## config.mk

```make
export PLATFORM = sky130hd
export DESIGN_NAME = led_toggle_bank
export DESIGN_NICKNAME = d
export VERILOG_FILES = /design/src/rtl/led_toggle_bank.sv
export SDC_FILE = /design/constraint.sdc
export NUM_CORES = 1
export LEC_CHECK = 0
export ABC_AREA = 0
export CORE_UTILIZATION = 45
export DETAILED_ROUTE_END_ITERATION = 8
export PLACE_DENSITY = 0.62
export SETUP_SLACK_MARGIN = 0.15
export SLEW_MARGIN = 20
export SYNTH_ARGS = -nofsm -noshare
export SYNTH_HDL_FRONTEND = slang
export SYNTH_SLANG_ARGS = --single-unit
```

## constraint.sdc

```tcl
create_clock -name CLK -period 1.97 [get_ports CLK]
set_input_delay 0.4925 -clock CLK [delete_from_list [all_inputs] [get_ports CLK]]
set_output_delay 0.4925 -clock CLK [all_outputs]
set_load 0.01 [all_outputs]
```

## src/rtl/led_toggle_bank.sv

```systemverilog
// ============================================================================
//  Module      : led_toggle_bank
//  Description : Multi-channel push-switch to LED controller. Each channel
//                synchronises, debounces and edge-detects its switch and
//                drives an LED in TOGGLE or FOLLOW mode.
//  Revision    : 1.0 - initial release
// ============================================================================
`default_nettype none

module led_toggle_bank #(
  parameter int NUM_CH         = 4,
  parameter int DEBOUNCE_LIMIT = 250000,
  parameter bit EDGE_SEL       = 1'b0
) (
  input  logic              CLK,
  input  logic              RST_N,
  input  logic [NUM_CH-1:0] SW,
  input  logic [NUM_CH-1:0] MODE,
  input  logic              CLR,
  output logic [NUM_CH-1:0] LED,
  output logic [NUM_CH-1:0] SW_DB,
  output logic [NUM_CH-1:0] EVT
);

  localparam int               CNT_W    = $clog2(DEBOUNCE_LIMIT + 1);
  localparam logic [CNT_W-1:0] CNT_LAST = CNT_W'(DEBOUNCE_LIMIT - 1);
  localparam logic [CNT_W-1:0] CNT_ONE  = CNT_W'(1);

  generate
    for (genvar g = 0; g < NUM_CH; g++) begin : g_ch
      logic             sync1_q, sync1_d;
      logic             sync2_q, sync2_d;
      logic [CNT_W-1:0] cnt_q,   cnt_d;
      logic             sw_db_q, sw_db_d;
      logic             dly_q,   dly_d;
      logic             evt_q,   evt_d;
      logic             led_q,   led_d;
      logic             edge_term;

      always_comb begin
        sync1_d = SW[g];
        sync2_d = sync1_q;

        // Any cycle where the synchronised level agrees with SW_DB restarts the count.
        cnt_d   = '0;
        sw_db_d = sw_db_q;
        if (sync2_q != sw_db_q) begin
          if (cnt_q == CNT_LAST) begin
            sw_db_d = sync2_q;
          end else begin
            cnt_d = cnt_q + CNT_ONE;
          end
        end

        dly_d     = sw_db_q;
        edge_term = EDGE_SEL ? (sw_db_q & ~dly_q) : (~sw_db_q & dly_q);
        evt_d     = edge_term;

        // CLR wins over everything, so a coincident toggle event is dropped.
        led_d = led_q;
        if (CLR) begin
          led_d = 1'b0;
        end else if (MODE[g]) begin
          led_d = sw_db_q;
        end else if (edge_term) begin
          led_d = ~led_q;
        end
      end

      always_ff @(posedge CLK or negedge RST_N) begin
        if (!RST_N) begin
          sync1_q <= 1'b0;
          sync2_q <= 1'b0;
          cnt_q   <= '0;
          sw_db_q <= 1'b0;
          dly_q   <= 1'b0;
          evt_q   <= 1'b0;
          led_q   <= 1'b0;
        end else begin
          sync1_q <= sync1_d;
          sync2_q <= sync2_d;
          cnt_q   <= cnt_d;
          sw_db_q <= sw_db_d;
          dly_q   <= dly_d;
          evt_q   <= evt_d;
          led_q   <= led_d;
        end
      end

      assign LED[g]   = led_q;
      assign SW_DB[g] = sw_db_q;
      assign EVT[g]   = evt_q;
    end
  endgenerate

endmodule

`default_nettype wire

```

==> impl_metrics.json <==
{
  "drtPass1Iterations": 4,
  "cts-buffers-inserted": 9,
  "final-max-slew-violation-count": 0,
  "core_sq_um": 9819,
  "detailedRoute.firstIterationViolations": 65,
  "worst_path_dominant_cell_family": "simple AND/OR/NAND/NOR gates",
  "detailed_place_hpwl_um": 5773,
  "worstHoldPathType": "primary input to asynchronous set/reset pin",
  "number_of_nets_in_the_finished_design": 487,
  "finalHoldViolations": 0,
  "worst_skew_pair.late_latency_ns": 0.37,
  "yosysWarnings": 0,
  "synth_top_area_share": 0.5265,
  "met2_wirelength_um": 4044,
  "die-area_sq_um": 10550,
  "globalRouteOverflowTotal": 0,
  "power-per-cell-area_nw_per_um2": 635.7,
  "timing.clock.skew_ns": 0.009131,
  "clockBufferDepth": 2,
  "wl_per_cell_um": 13.76,
  "asyncSetResetFlopFracSynth": 1.000,
  "place.gp.congestion": 0.8182,
  "rows": 36,
  "critical_path_required_ns": 2.23,
  "static-leakage-power_nw": 2.263,
  "final_min_period_over_clock_period": 0.8959,
  "wl_met3_um": 250,
  "cp_max_fo": 9,
  "finalSetupViolations": 0,
  "grtUsageTotal": 0.1838,
  "most_instantiated_library_cell_after_synthesis": "sky130_fd_sc_hd__dfrtp_1",
  "max-slew-margin-rel": 0.7350,
  "finalPower_mw": 3.347,
  "vias": 3194,
  "timing.critical_path.arrival_ns": 2.03,
  "grt_max_degree": 39,
  "max-cap-violations": 0,
  "drive_gt1_frac": 0.1426,
  "cts_sink_count": 96,
  "synth_largest_area_cell": "sky130_fd_sc_hd__dfrtp_1",
  "holdWs_ns": 0.04040,
  "actual_slew_at_the_worst_max_slew_pin_ns": 0.3938,
  "setup_repair_after_global_routing_missed_its_margin": "yes",
  "layout_setup_ws_ns": 0.2052,
  "antenna_cells_inserted": 0,
  "synth_fp_nets": 451,
  "first_global_vias": 3128,
  "floorplan.initialDensity": 0.4647,
  "remaining_drc_errors": 0,
  "syn_to_final_growth_pct": 15.38,
  "floorplan.die.width_um": 102.7,
  "htreeDepth": 3,
  "synthCells": 436,
  "clock.fmax_mhz": 566.6,
  "die_y_um": 102.7,
  "crit_path_time_final_ns": 1.765,
  "timing.critical_path.slowest_stage_cell": "sky130_fd_sc_hd__dfrtp_2",
  "post_synth_edffs": 0,
  "post_synth.cell_area_avg_sq_um": 10.47,
  "route.layer.met1.wl_um": 3973,
  "outcome": "finished clean",
  "count_of_buffers_inserted_at_the_top_level_ports": 22,
  "cts-hold-fix-buffers": 0,
  "tritoncts_clock_tree": "yes",
  "vias_per_cell": 5.236,
  "post_synth_instance_area_sq_um": 4563,
  "unique_masters_post_synth": 40,
  "clkTransAtPathRegs_ns": 0.09,
  "synth.cells.most_frequent": "96 x sky130_fd_sc_hd__dfrtp_1, 73 x sky130_fd_sc_hd__nor2_1, 34 x sky130_fd_sc_hd__xnor2_1, 28 x sky130_fd_sc_hd__nand3_1, 24 x sky130_fd_sc_hd__xor2_1",
  "initial_antenna_violation_count": 0,
  "cp-start-kind": "flip-flop",
  "yosys_most_used_dff": "sky130_fd_sc_hd__dfrtp_1",
  "wl_um": 8394,
  "highest-signal-layer": "met4",
  "ir_worst_vdd_mv": 0.4083,
  "totalNegativeSetupSlack_ns": 0,
  "yosys-top-cells-area": "sky130_fd_sc_hd__dfrtp_1 53%, sky130_fd_sc_hd__xnor2_1 6.5%, sky130_fd_sc_hd__nor2_1 6.0%, sky130_fd_sc_hd__xor2_1 4.6%, sky130_fd_sc_hd__nand3_1 3.1%",
  "seq_area_frac_synth": 0.5265,
  "worst-path-buf-inv": 1,
  "antenna_left": 0,
  "path_class": "flip-flop to flip-flop",
  "cts_root_buf": "sky130_fd_sc_hd__clkbuf_8",
  "grt_first_pass_wirelength_um": 14910,
  "critPathCaptureType": "flip-flop",
  "dpl_worst_slack_ns": 0.1943,
  "critPathMaxStageDelay_ns": 0.45,
  "synth.ff_latch_count": 96,
  "num_io_pins": 23,
  "ordered_list_of_cells_on_the_worst_path": "nor4_1 > nand4_1 > o41ai_4 > buf_4 > nor2_1"
}
## placed cells by master (no fill, tap or decap), types with 3 or more instances in the layout
| cell | Yosys | layout |
|---|---|---|
| sky130_fd_sc_hd__xor2_1 | 24 | 24 |
| sky130_fd_sc_hd__nor4_2 | 0 | 5 |
| sky130_fd_sc_hd__o41ai_4 | 3 | 3 |
| sky130_fd_sc_hd__o31ai_1 | 4 | 4 |
| sky130_fd_sc_hd__and4_1 | 7 | 7 |
| sky130_fd_sc_hd__buf_6 | 1 | 3 |
| sky130_fd_sc_hd__nor2b_1 | 13 | 13 |
| sky130_fd_sc_hd__dfrtp_2 | 0 | 6 |
| sky130_fd_sc_hd__inv_1 | 10 | 10 |
| sky130_fd_sc_hd__nor2_1 | 73 | 73 |
| sky130_fd_sc_hd__mux2_2 | 4 | 4 |
| sky130_fd_sc_hd__clkbuf_8 | 0 | 10 |
| sky130_fd_sc_hd__nor4_1 | 16 | 11 |
| sky130_fd_sc_hd__xnor2_1 | 34 | 34 |
| sky130_fd_sc_hd__buf_4 | 13 | 18 |
| sky130_fd_sc_hd__dlymetal6s2s_1 | 0 | 3 |
| sky130_fd_sc_hd__nand2_1 | 19 | 19 |
| sky130_fd_sc_hd__ha_1 | 4 | 4 |
| sky130_fd_sc_hd__o21bai_1 | 4 | 4 |
| sky130_fd_sc_hd__or4_1 | 4 | 4 |
| sky130_fd_sc_hd__nand3_1 | 28 | 27 |
| sky130_fd_sc_hd__o21ai_0 | 7 | 7 |
| sky130_fd_sc_hd__nand4_1 | 18 | 18 |
| sky130_fd_sc_hd__dfrtp_1 | 96 | 90 |
| sky130_fd_sc_hd__and3_1 | 4 | 4 |
| sky130_fd_sc_hd__a21oi_1 | 13 | 13 |
| sky130_fd_sc_hd__clkdlybuf4s50_1 | 0 | 17 |
| sky130_fd_sc_hd__clkinvlp_4 | 0 | 3 |
| sky130_fd_sc_hd__nor3_1 | 9 | 9 |
## worst paths after layout
path / startpoint / end / slack (ns) / cells past startpoint
setup / recovery: g_ch[3].cnt_q[10] / g_ch[3].cnt_q[8] / 0.21 / 5
hold / removal: RST_N / g_ch[2].cnt_q[17] / 0.04 / 1
setup reg to reg: g_ch[3].cnt_q[10] / g_ch[3].cnt_q[8] / 0.21 / 5
hold reg to reg: g_ch[2].sync1_q / g_ch[2].sync2_q / 0.36 / 0
max in group asynchronous: RST_N / g_ch[1].dly_d / 1.38 / 2
min in group CLK: g_ch[2].sync1_q / g_ch[2].sync2_q / 0.36 / 0
## sequential cells by signal, summed over array words and instances, names as in the netlist
signal        cells
g_ch.dly_q        4
g_ch.evt_q        4
g_ch.dly_d        4
g_ch.sync1_q      4
g_ch.sync2_q      4
g_ch.cnt_q       72
g_ch.led_q        4
## cell families after synthesis
group	Yosys count	share of synthesized area
compound gates	36	0.06389
xor+xnor	58	0.1113
fa+ha+maj	4	0.01097
buf+inv	29	0.03702
flops	96	0.5265
mux	4	0.009870
simple gates	209	0.2405
## per-stage QoR
| step | area (sq um) | instances | util |
|---|---|---|---|
| after floorplan | 4563 | 436 | - |
| after global placement | 4961 | 588 | 0.5052 |
| after detailed placement | 4961 | 588 | 0.5052 |
| after CTS | 5167 | 608 | 0.5262 |
| after global routing | 5265 | 610 | 0.5362 |
| final | 5265 | 610 | 0.5362 |
## where the power goes
part,switching (mW),internal (mW),total [mW]
logic,0.0906,0.0622,0.153
clock network,0.684,0.489,1.17
registers,0.0242,2.00,2.02
total,0.799,2.55,3.35
## timing repair
action	in CTS	in global routing
cloned	0	0
setup buffers	4	2
setup endpoints to repair	6	42
resized for setup	4	19
pin swaps	0	2
## area by class of cell
| type | instances | area, sq um |
|---|---|---|
| fillers | 922 | 4554 |
| inverters | 10 | 37.54 |
| clock buffers | 11 | 141.4 |
| well taps | 133 | 166.4 |
| multi-input cells | 311 | 2052 |
| repair buffers | 44 | 425.4 |
| clock inverters | 5 | 32.53 |
| flip-flops and latches | 96 | 2410 |
## layer usage
metal  vias up  track usage
met5         -            0
met4         0      0.06923
met3        11      0.03729
met2        40       0.2887
met1      1555       0.2522
li1       1588            -
(Power assumes the default switching activity.)
